<file path="src/rtl/object_pixel_resolver_if.sv">
// Pixel request / resolved-pixel result bundle for object_pixel_resolver.
// master issues pixels and consumes results; slave is the resolver.
interface object_pixel_resolver_if;
  logic        pixel_valid;
  logic [10:0] pixel_x;
  logic [10:0] pixel_y;
  logic        out_valid;
  logic        hit;
  logic [1:0]  obj_idx;
  logic [10:0] img_id;
  logic [10:0] x_offset;
  logic [10:0] y_offset;

  modport master (
    output pixel_valid, pixel_x, pixel_y,
    input  out_valid, hit, obj_idx, img_id, x_offset, y_offset
  );

  modport slave (
    input  pixel_valid, pixel_x, pixel_y,
    output out_valid, hit, obj_idx, img_id, x_offset, y_offset
  );
endinterface

</file>
<file path="src/rtl/object_pixel_resolver.sv">
// Resolves each pixel against a snapshotted object table: 3-stage pipeline
// (differences, in-range flags, priority select), one pixel per cycle.
module object_pixel_resolver #(
  parameter int unsigned NUM_OBJ = 3,
  parameter logic [10:0] MISS_ID = 11'h7FF
) (
  input  logic                           clk,
  input  logic                           resetN,
  input  logic                           frame_start,
  input  logic [0:NUM_OBJ*5-1][0:10]     obj_table,
  output logic                           table_ready,
  object_pixel_resolver_if.slave         bus
);

  localparam int unsigned CW = 11;
  localparam int unsigned DW = 12;
  localparam int unsigned IW = 2;

  logic [0:NUM_OBJ*5-1][0:10] shadow;

  // stage 1: differences plus the entry fields needed downstream
  logic          s1_valid;
  logic          s1_ready;
  logic [DW-1:0] s1_dx [NUM_OBJ];
  logic [DW-1:0] s1_dy [NUM_OBJ];
  logic [CW-1:0] s1_w  [NUM_OBJ];
  logic [CW-1:0] s1_h  [NUM_OBJ];
  logic [CW-1:0] s1_id [NUM_OBJ];

  // stage 2: per-entry coverage flags
  logic          s2_valid;
  logic          s2_in [NUM_OBJ];
  logic [CW-1:0] s2_dx [NUM_OBJ];
  logic [CW-1:0] s2_dy [NUM_OBJ];
  logic [CW-1:0] s2_id [NUM_OBJ];

  logic          sel_hit;
  logic [IW-1:0] sel_idx;
  logic [CW-1:0] sel_id;
  logic [CW-1:0] sel_xo;
  logic [CW-1:0] sel_yo;

  // lowest covering index wins: scan high to low so lower entries overwrite
  always_comb begin
    sel_hit = 1'b0;
    sel_idx = IW'(3);
    sel_id  = MISS_ID;
    sel_xo  = '0;
    sel_yo  = '0;
    for (int k = int'(NUM_OBJ) - 1; k >= 0; k--) begin
      if (s2_in[k]) begin
        sel_hit = 1'b1;
        sel_idx = IW'(k);
        sel_id  = s2_id[k];
        sel_xo  = s2_dx[k];
        sel_yo  = s2_dy[k];
      end
    end
  end

  always_ff @(posedge clk) begin
    if (resetN) begin
      shadow       <= '0;
      table_ready  <= 1'b0;
      s1_valid     <= 1'b0;
      s1_ready     <= 1'b0;
      s2_valid     <= 1'b0;
      for (int k = 0; k < int'(NUM_OBJ); k++) begin
        s1_dx[k] <= '0;
        s1_dy[k] <= '0;
        s1_w[k]  <= '0;
        s1_h[k]  <= '0;
        s1_id[k] <= '0;
        s2_in[k] <= 1'b0;
        s2_dx[k] <= '0;
        s2_dy[k] <= '0;
        s2_id[k] <= '0;
      end
      bus.out_valid <= 1'b0;
      bus.hit       <= 1'b0;
      bus.obj_idx   <= '0;
      bus.img_id    <= '0;
      bus.x_offset  <= '0;
      bus.y_offset  <= '0;
    end else begin
      if (frame_start) begin
        shadow      <= obj_table;
        table_ready <= 1'b1;
      end

      // stage 1 samples the pre-update shadow in a frame_start cycle
      s1_valid <= bus.pixel_valid;
      if (bus.pixel_valid) begin
        s1_ready <= table_ready;
        for (int k = 0; k < int'(NUM_OBJ); k++) begin
          s1_dx[k] <= DW'({1'b0, bus.pixel_x}) - DW'({1'b0, shadow[5*k+1]});
          s1_dy[k] <= DW'({1'b0, bus.pixel_y}) - DW'({1'b0, shadow[5*k+2]});
          s1_w[k]  <= shadow[5*k+3];
          s1_h[k]  <= shadow[5*k+4];
          s1_id[k] <= shadow[5*k];
        end
      end

      // a borrow makes dx >= 2048 > any width, which also covers pixel < origin
      s2_valid <= s1_valid;
      if (s1_valid) begin
        for (int k = 0; k < int'(NUM_OBJ); k++) begin
          s2_in[k] <= s1_ready && (s1_dx[k] < DW'({1'b0, s1_w[k]}))
                               && (s1_dy[k] < DW'({1'b0, s1_h[k]}));
          s2_dx[k] <= s1_dx[k][CW-1:0];
          s2_dy[k] <= s1_dy[k][CW-1:0];
          s2_id[k] <= s1_id[k];
        end
      end

      bus.out_valid <= s2_valid;
      if (s2_valid) begin
        bus.hit      <= sel_hit;
        bus.obj_idx  <= sel_idx;
        bus.img_id   <= sel_id;
        bus.x_offset <= sel_xo;
        bus.y_offset <= sel_yo;
      end
    end
  end

endmodule

</file>
<file path="src/flat_wrapper.sv">
// flat-port wrapper written by rule: the top's interface ports become plain ports
module object_pixel_resolver_flat 
#(
  parameter int unsigned NUM_OBJ = 3,
  parameter logic [10:0] MISS_ID = 11'h7FF
)
  (clk, resetN, frame_start, obj_table, table_ready, bus_pixel_valid, bus_pixel_x, bus_pixel_y, bus_out_valid, bus_hit, bus_obj_idx, bus_img_id, bus_x_offset, bus_y_offset);
  object_pixel_resolver_if bus_i ();
  input  logic clk;
  input  logic resetN;
  input  logic frame_start;
  input  logic [0:NUM_OBJ*5-1][0:10] obj_table;
  output logic table_ready;
  input wire logic [$bits(bus_i.pixel_valid)-1:0] bus_pixel_valid;
  input wire logic [$bits(bus_i.pixel_x)-1:0] bus_pixel_x;
  input wire logic [$bits(bus_i.pixel_y)-1:0] bus_pixel_y;
  output wire logic [$bits(bus_i.out_valid)-1:0] bus_out_valid;
  output wire logic [$bits(bus_i.hit)-1:0] bus_hit;
  output wire logic [$bits(bus_i.obj_idx)-1:0] bus_obj_idx;
  output wire logic [$bits(bus_i.img_id)-1:0] bus_img_id;
  output wire logic [$bits(bus_i.x_offset)-1:0] bus_x_offset;
  output wire logic [$bits(bus_i.y_offset)-1:0] bus_y_offset;
  assign bus_i.pixel_valid = bus_pixel_valid;
  assign bus_i.pixel_x = bus_pixel_x;
  assign bus_i.pixel_y = bus_pixel_y;
  assign bus_out_valid = bus_i.out_valid;
  assign bus_hit = bus_i.hit;
  assign bus_obj_idx = bus_i.obj_idx;
  assign bus_img_id = bus_i.img_id;
  assign bus_x_offset = bus_i.x_offset;
  assign bus_y_offset = bus_i.y_offset;
  object_pixel_resolver #(.NUM_OBJ(NUM_OBJ), .MISS_ID(MISS_ID)) u_core (.clk(clk), .resetN(resetN), .frame_start(frame_start), .obj_table(obj_table), .table_ready(table_ready), .bus(bus_i));
endmodule
</file>
<file path="config.mk">
export PLATFORM = sky130hd
export DESIGN_NAME = object_pixel_resolver_flat
export DESIGN_NICKNAME = d
export VERILOG_FILES = /design/src/rtl/object_pixel_resolver_if.sv /design/src/rtl/object_pixel_resolver.sv /design/src/flat_wrapper.sv
export SDC_FILE = /design/constraint.sdc
export NUM_CORES = 1
export LEC_CHECK = 0
export CAP_MARGIN = 20
export CORE_MARGIN = 8
export CORE_UTILIZATION = 30
export CTS_CLUSTER_SIZE = 24
export DETAILED_ROUTE_END_ITERATION = 6
export SETUP_SLACK_MARGIN = 0.3
export SLEW_MARGIN = 15
export SYNTH_ARGS = -nofsm -noshare
export SYNTH_HDL_FRONTEND = slang
export SYNTH_SLANG_ARGS = --single-unit
</file>
<file path="constraint.sdc">
create_clock -name clk -period 3.6 [get_ports clk]
set_input_delay 0.72 -clock clk [delete_from_list [all_inputs] [get_ports clk]]
set_output_delay 0.72 -clock clk [all_outputs]
set_load 0.01 [all_outputs]
</file>
After elaboration in Yosys (flattened, before gate mapping)
Memory sizes are Yosys's and may differ from the RTL's.
Cells that the tools add are included.

operators by class
  add/subtract/negate cells = 6
  order comparisons = 6
  muxes and demuxes = 50
  bitwise logic cells = 27
  reductions and logical operators = 6

operators by type and width
  cell               count
  $mux 11            27
  $lt 12x11->1       6
  $mux 12            6
  $sub 11x11->12     6
  $or 1x1->1         27
  $mux 1             15
  $logic_and 1x1->1  6
  $mux 2             2

storage, ports and cells
  register bits = 206
  bits in writable memories = 273
  input bits = 191
  output and inout bits = 38
  word-level logic and storage cells = 129
  memories kept = 9

memories
  name          words  width  read ports  clocked after memory_dff  wr ports  RTL line                     source
  u_core.s1_dx  3      12     3           0                         3         object_pixel_resolver.sv:24  logic [DW-1:0] s1_dx [NUM_OBJ];
  u_core.s1_dy  3      12     3           0                         3         object_pixel_resolver.sv:25  logic [DW-1:0] s1_dy [NUM_OBJ];
  u_core.s1_h   3      11     3           0                         3         object_pixel_resolver.sv:27  logic [CW-1:0] s1_h [NUM_OBJ];
  u_core.s1_id  3      11     3           0                         3         object_pixel_resolver.sv:28  logic [CW-1:0] s1_id [NUM_OBJ];
  u_core.s1_w   3      11     3           0                         3         object_pixel_resolver.sv:26  logic [CW-1:0] s1_w [NUM_OBJ];
  u_core.s2_dx  3      11     3           0                         3         object_pixel_resolver.sv:33  logic [CW-1:0] s2_dx [NUM_OBJ];
  +3 memories   -      -      -           -                         -         -

Depth between registers and ports, before layout
An unclocked memory read counts as a cell.

  depth in word-level cells = 5
  mapped depth = 9
  mapped depth without buffers = 9

Worst setup path after synthesis
Ideal clock, no wire load.

  kind = input to register
  from = input resetN
  to = memory u_core.s1_dx[0][0] (enable)
  library setup time = 0.459 ns
  arrival time = 3.274 ns
  required time = 3.141 ns
  setup slack = -0.134 ns
  stages on the path = 3
  buffers on the path = 2
  path through = buf_2 > clkbuf_1 > or2_2

RTL lines
  what             RTL line                     source
  start, declared  flat_wrapper.sv:10           input logic resetN;
  end, declared    object_pixel_resolver.sv:24

==> flow_metrics.env <==
export IMPL_cts_sinks=479
export IMPL_first_pass_iters=7
export IMPL_hold_ws_ns=0.471
export IMPL_place_congestion=0.853
export IMPL_use_met3_pct=2.92
export IMPL_worstPathRequired_ns=4.06
export IMPL_drc=0
export IMPL_syn_area_um2=22200
export IMPL_grt_ovfl_total=0
export IMPL_timing_critical_path_from="bus_pixel_x[0]"
export IMPL_syn_num_nets=2336
export IMPL_use_met1_pct=18.8
export IMPL_dpl_hpwl_um=43900
export IMPL_ys_ff_latch=479
export IMPL_drive_above_1_share_pct=5.94
export IMPL_die_area_um2=83100
export IMPL_synth_seq_area_share_pct=55.4
export IMPL_grt_max_degree=111
export IMPL_rr_worst_depth=8
export IMPL_clk_latency_ns=0.61
export IMPL_cap_violations=0
export IMPL_cp_arrival_ns=3.13
export IMPL_die_height_um=288
export IMPL_yosys_warnings=0
export IMPL_path_cells="clkdlybuf4s50_1 > inv_1 > ha_1 > inv_1 > fa_1 > a211oi_1 > o21bai_1 > a221o_1 > a21oi_1 > mux2i_1"
export IMPL_end_kind="register"
export IMPL_cp_start_kind="primary input"
export IMPL_post_drt_wl_per_cell_um=18.2
export IMPL_rows=100
export IMPL_r2r_start="u_core.shadow[88]$_SDFFE_PP0P_"
export IMPL_post_route_min_period_ns=2.67
export IMPL_synth_edf_count=273
export IMPL_slew_limit_headroom_pct=44.0
export IMPL_tightest_slew_ns=0.840
export IMPL_cp_buffers_inverters=3
export IMPL_synthArstFlopShare_pct=0
export IMPL_finalCritPeriodShare_pct=74.2
export IMPL_grt_pass1_vias=15300
export IMPL_synth_distinct_cells=58
export IMPL_drt_iter0_markers=895
export IMPL_grt_usage_pct=13.9
export IMPL_tns_ns=0
export IMPL_antenna_found_initial=4
export IMPL_power_leakage_nw=11.1
export IMPL_skew_ns=0.0262
export IMPL_cts_max_level=2
export IMPL_cts_tree="done"
export IMPL_coreArea_um2=73900
export IMPL_crit_slowest_cell="fa_1"
export IMPL_die_w_um=288
export IMPL_portBuffers=228
export IMPL_finalHoldViolCount=0
export IMPL_area_growth_pct=23.9
export IMPL_clk_pin_slew_ns=0.06
export IMPL_fin_nets=2548
export IMPL_holdBufCountCts=0
export IMPL_stdcell_count=3242
export IMPL_syn_area_per_cell_um2=11.0
export IMPL_path_class="primary input to register"
export IMPL_grt_busiest_layer="met2"
export IMPL_nFillCells=7168
export IMPL_synth_top_flop_cell="edfxtp_1"
export IMPL_dp_cells=3138
export IMPL_grt_pass1_wl_um=89900
export IMPL_rsz0062_at_grt="no"
export IMPL_cp_depth=10
export IMPL_cts_setup_buffers=0
export IMPL_ant_nets=0
export IMPL_routed_wl_um=59000
export IMPL_root_buffer="clkbuf_16"
export IMPL_syn_instance_count=2013
export IMPL_num_io_pins=229
export IMPL_vias=15100
export IMPL_p_per_area_nw_per_um2=504
export IMPL_cts_path_max_buffers=3
export IMPL_r2r_slack_ns=1.24
export IMPL_hold_path_class="primary input to register"
export IMPL_final_max_slew_viol_count=0
export IMPL_grtUsageMet2_pct=22.4
export IMPL_r2r_end="u_core.s1_dx[0][20]$_SDFFCE_PN0P_"
export IMPL_endpoint="u_core.s1_dx[0][20]$_SDFFCE_PN0P_"
export IMPL_cp_max_fo=3
export IMPL_cts_made_buffers=54
export IMPL_power_mw=13.9
export IMPL_routed_via_density=4.66
export IMPL_setup_viol=0
export IMPL_max_freq_mhz=374
export IMPL_cp_common_cell="inv_1"
export IMPL_final_common_cell="edfxtp_1"
export IMPL_peakVddDrop_mv=0.275
export IMPL_start_util_pct=30.1
export IMPL_max_stage_delay_ns=0.42
export IMPL_cts_resized=0
export IMPL_final_cell_mix="273 x edfxtp_1, 258 x nor2_1, 226 x clkdlybuf4s50_1"
export IMPL_status="complete, no violations"
export IMPL_crit_family="compound AO/OA/AOI/OAI gates"
export IMPL_hp_start="resetN"
synthesized netlist by cell type (all sizes together), types with 21 or more instances:
cell type | count | share of area, %
nand2 | 65 | 1.1
inv | 140 | 2.4
o21ai | 64 | 1.4
mux2i | 190 | 8.6
nand3 | 25 | 0.56
o21a | 23 | 0.78
a21oi | 60 | 1.4
buf | 24 | 0.52
dfxtp | 206 | 19
nor2 | 258 | 4.4
a22oi | 21 | 0.71
clkbuf | 76 | 1.3
ha | 126 | 7.1
nor3 | 37 | 0.83
and2 | 205 | 5.8
a211oi | 29 | 0.98
edfxtp | 273 | 37
a21o | 27 | 0.92
metrics by stage:
stage | area (µm²) | setup WS, ns | util (%)
floorplan | 22200 | 0.704 | -
global placement | 25600 | 0.335 | 34.7
detailed placement | 25600 | 0.340 | 34.7
CTS | 27500 | 0.975 | 37.2
global route | 27500 | 0.745 | 37.3
finish | 27500 | 0.929 | 37.3
power breakdown:
group / internal (mW) / switching (mW) / total, mW
registers: 6.14 / 0.197 / 6.34
clock network: 3.60 / 2.29 / 5.89
logic: 0.755 / 0.893 / 1.65
layer usage:
| metal | wire, µm | vias up |
|---|---|---|
| li1 | - | 7485 |
| met1 | 27900 | 7177 |
| met2 | 26500 | 356 |
| met3 | 3330 | 90 |
| met4 | 1240 | 2 |
| met5 | 7 | - |
worst min-delay path by stage:
| stage | endpoint | slack, ns | cells after the start |
|---|---|---|---|
| 2_1_floorplan | u_core.shadow[0]$_SDFFE_PP0P_ | 0.45 | 2 |
| 3_3_place_gp | u_core.shadow[65]$_SDFFE_PP0P_ | 0.47 | 2 |
| 3_5_place_dp | u_core.shadow[119]$_SDFFE_PP0P_ | 0.48 | 2 |
| 4_1_cts | u_core.bus.img_id[5]$_SDFFE_PP0P_ | 0.43 | 2 |
| 5_1_grt | u_core.bus.img_id[6]$_SDFFE_PP0P_ | 0.45 | 2 |
| 6_report | u_core.bus.img_id[2]$_SDFFE_PP0P_ | 0.47 | 2 |
flip-flops by register name, indices dropped and copies added, names as in the netlist, 3 cells and up:
| register | cells |
|---|---|
| u_core.bus.x_offset | 11 |
| u_core.s2_dy | 33 |
| u_core.s2_in | 3 |
| u_core.s1_h | 33 |
| u_core.bus.img_id | 11 |
| u_core.s1_dy | 36 |
| u_core.s1_id | 33 |
| u_core.bus.y_offset | 11 |
| u_core.s1_w | 33 |
| u_core.s2_dx | 33 |
| u_core.s1_dx | 36 |
| u_core.s2_id | 33 |
| u_core.shadow | 165 |
logic make-up (layout without fill, tap and decap cells):
kind of cell	count (synthesis)	after routing	share of synthesized area (%)
and+or+nand+nor	661	661	14.8
DFF	479	479	55.4
AOI/OAI and AO/OA	294	294	8.77
buffers and inverters	240	498	4.17
muxes	190	190	8.55
adders and majority gates	132	132	7.63
xor gates and xnor gates	17	17	0.670
other	0	2	0
area by class of cell:
class                      count  area, µm²  share of cell area [%]
tap                          969       1210                    4.40
multi-input combinational   1294       9000                    32.7
antenna                        2       5.00                  0.0182
inverter                     140        526                    1.91
clock inverter                34        449                    1.63
clock buffer                  68       1460                    5.30
sequential                   479      12300                    44.7
timing repair buffer         256       2570                    9.34
Power figures use the tool's default switching activity.
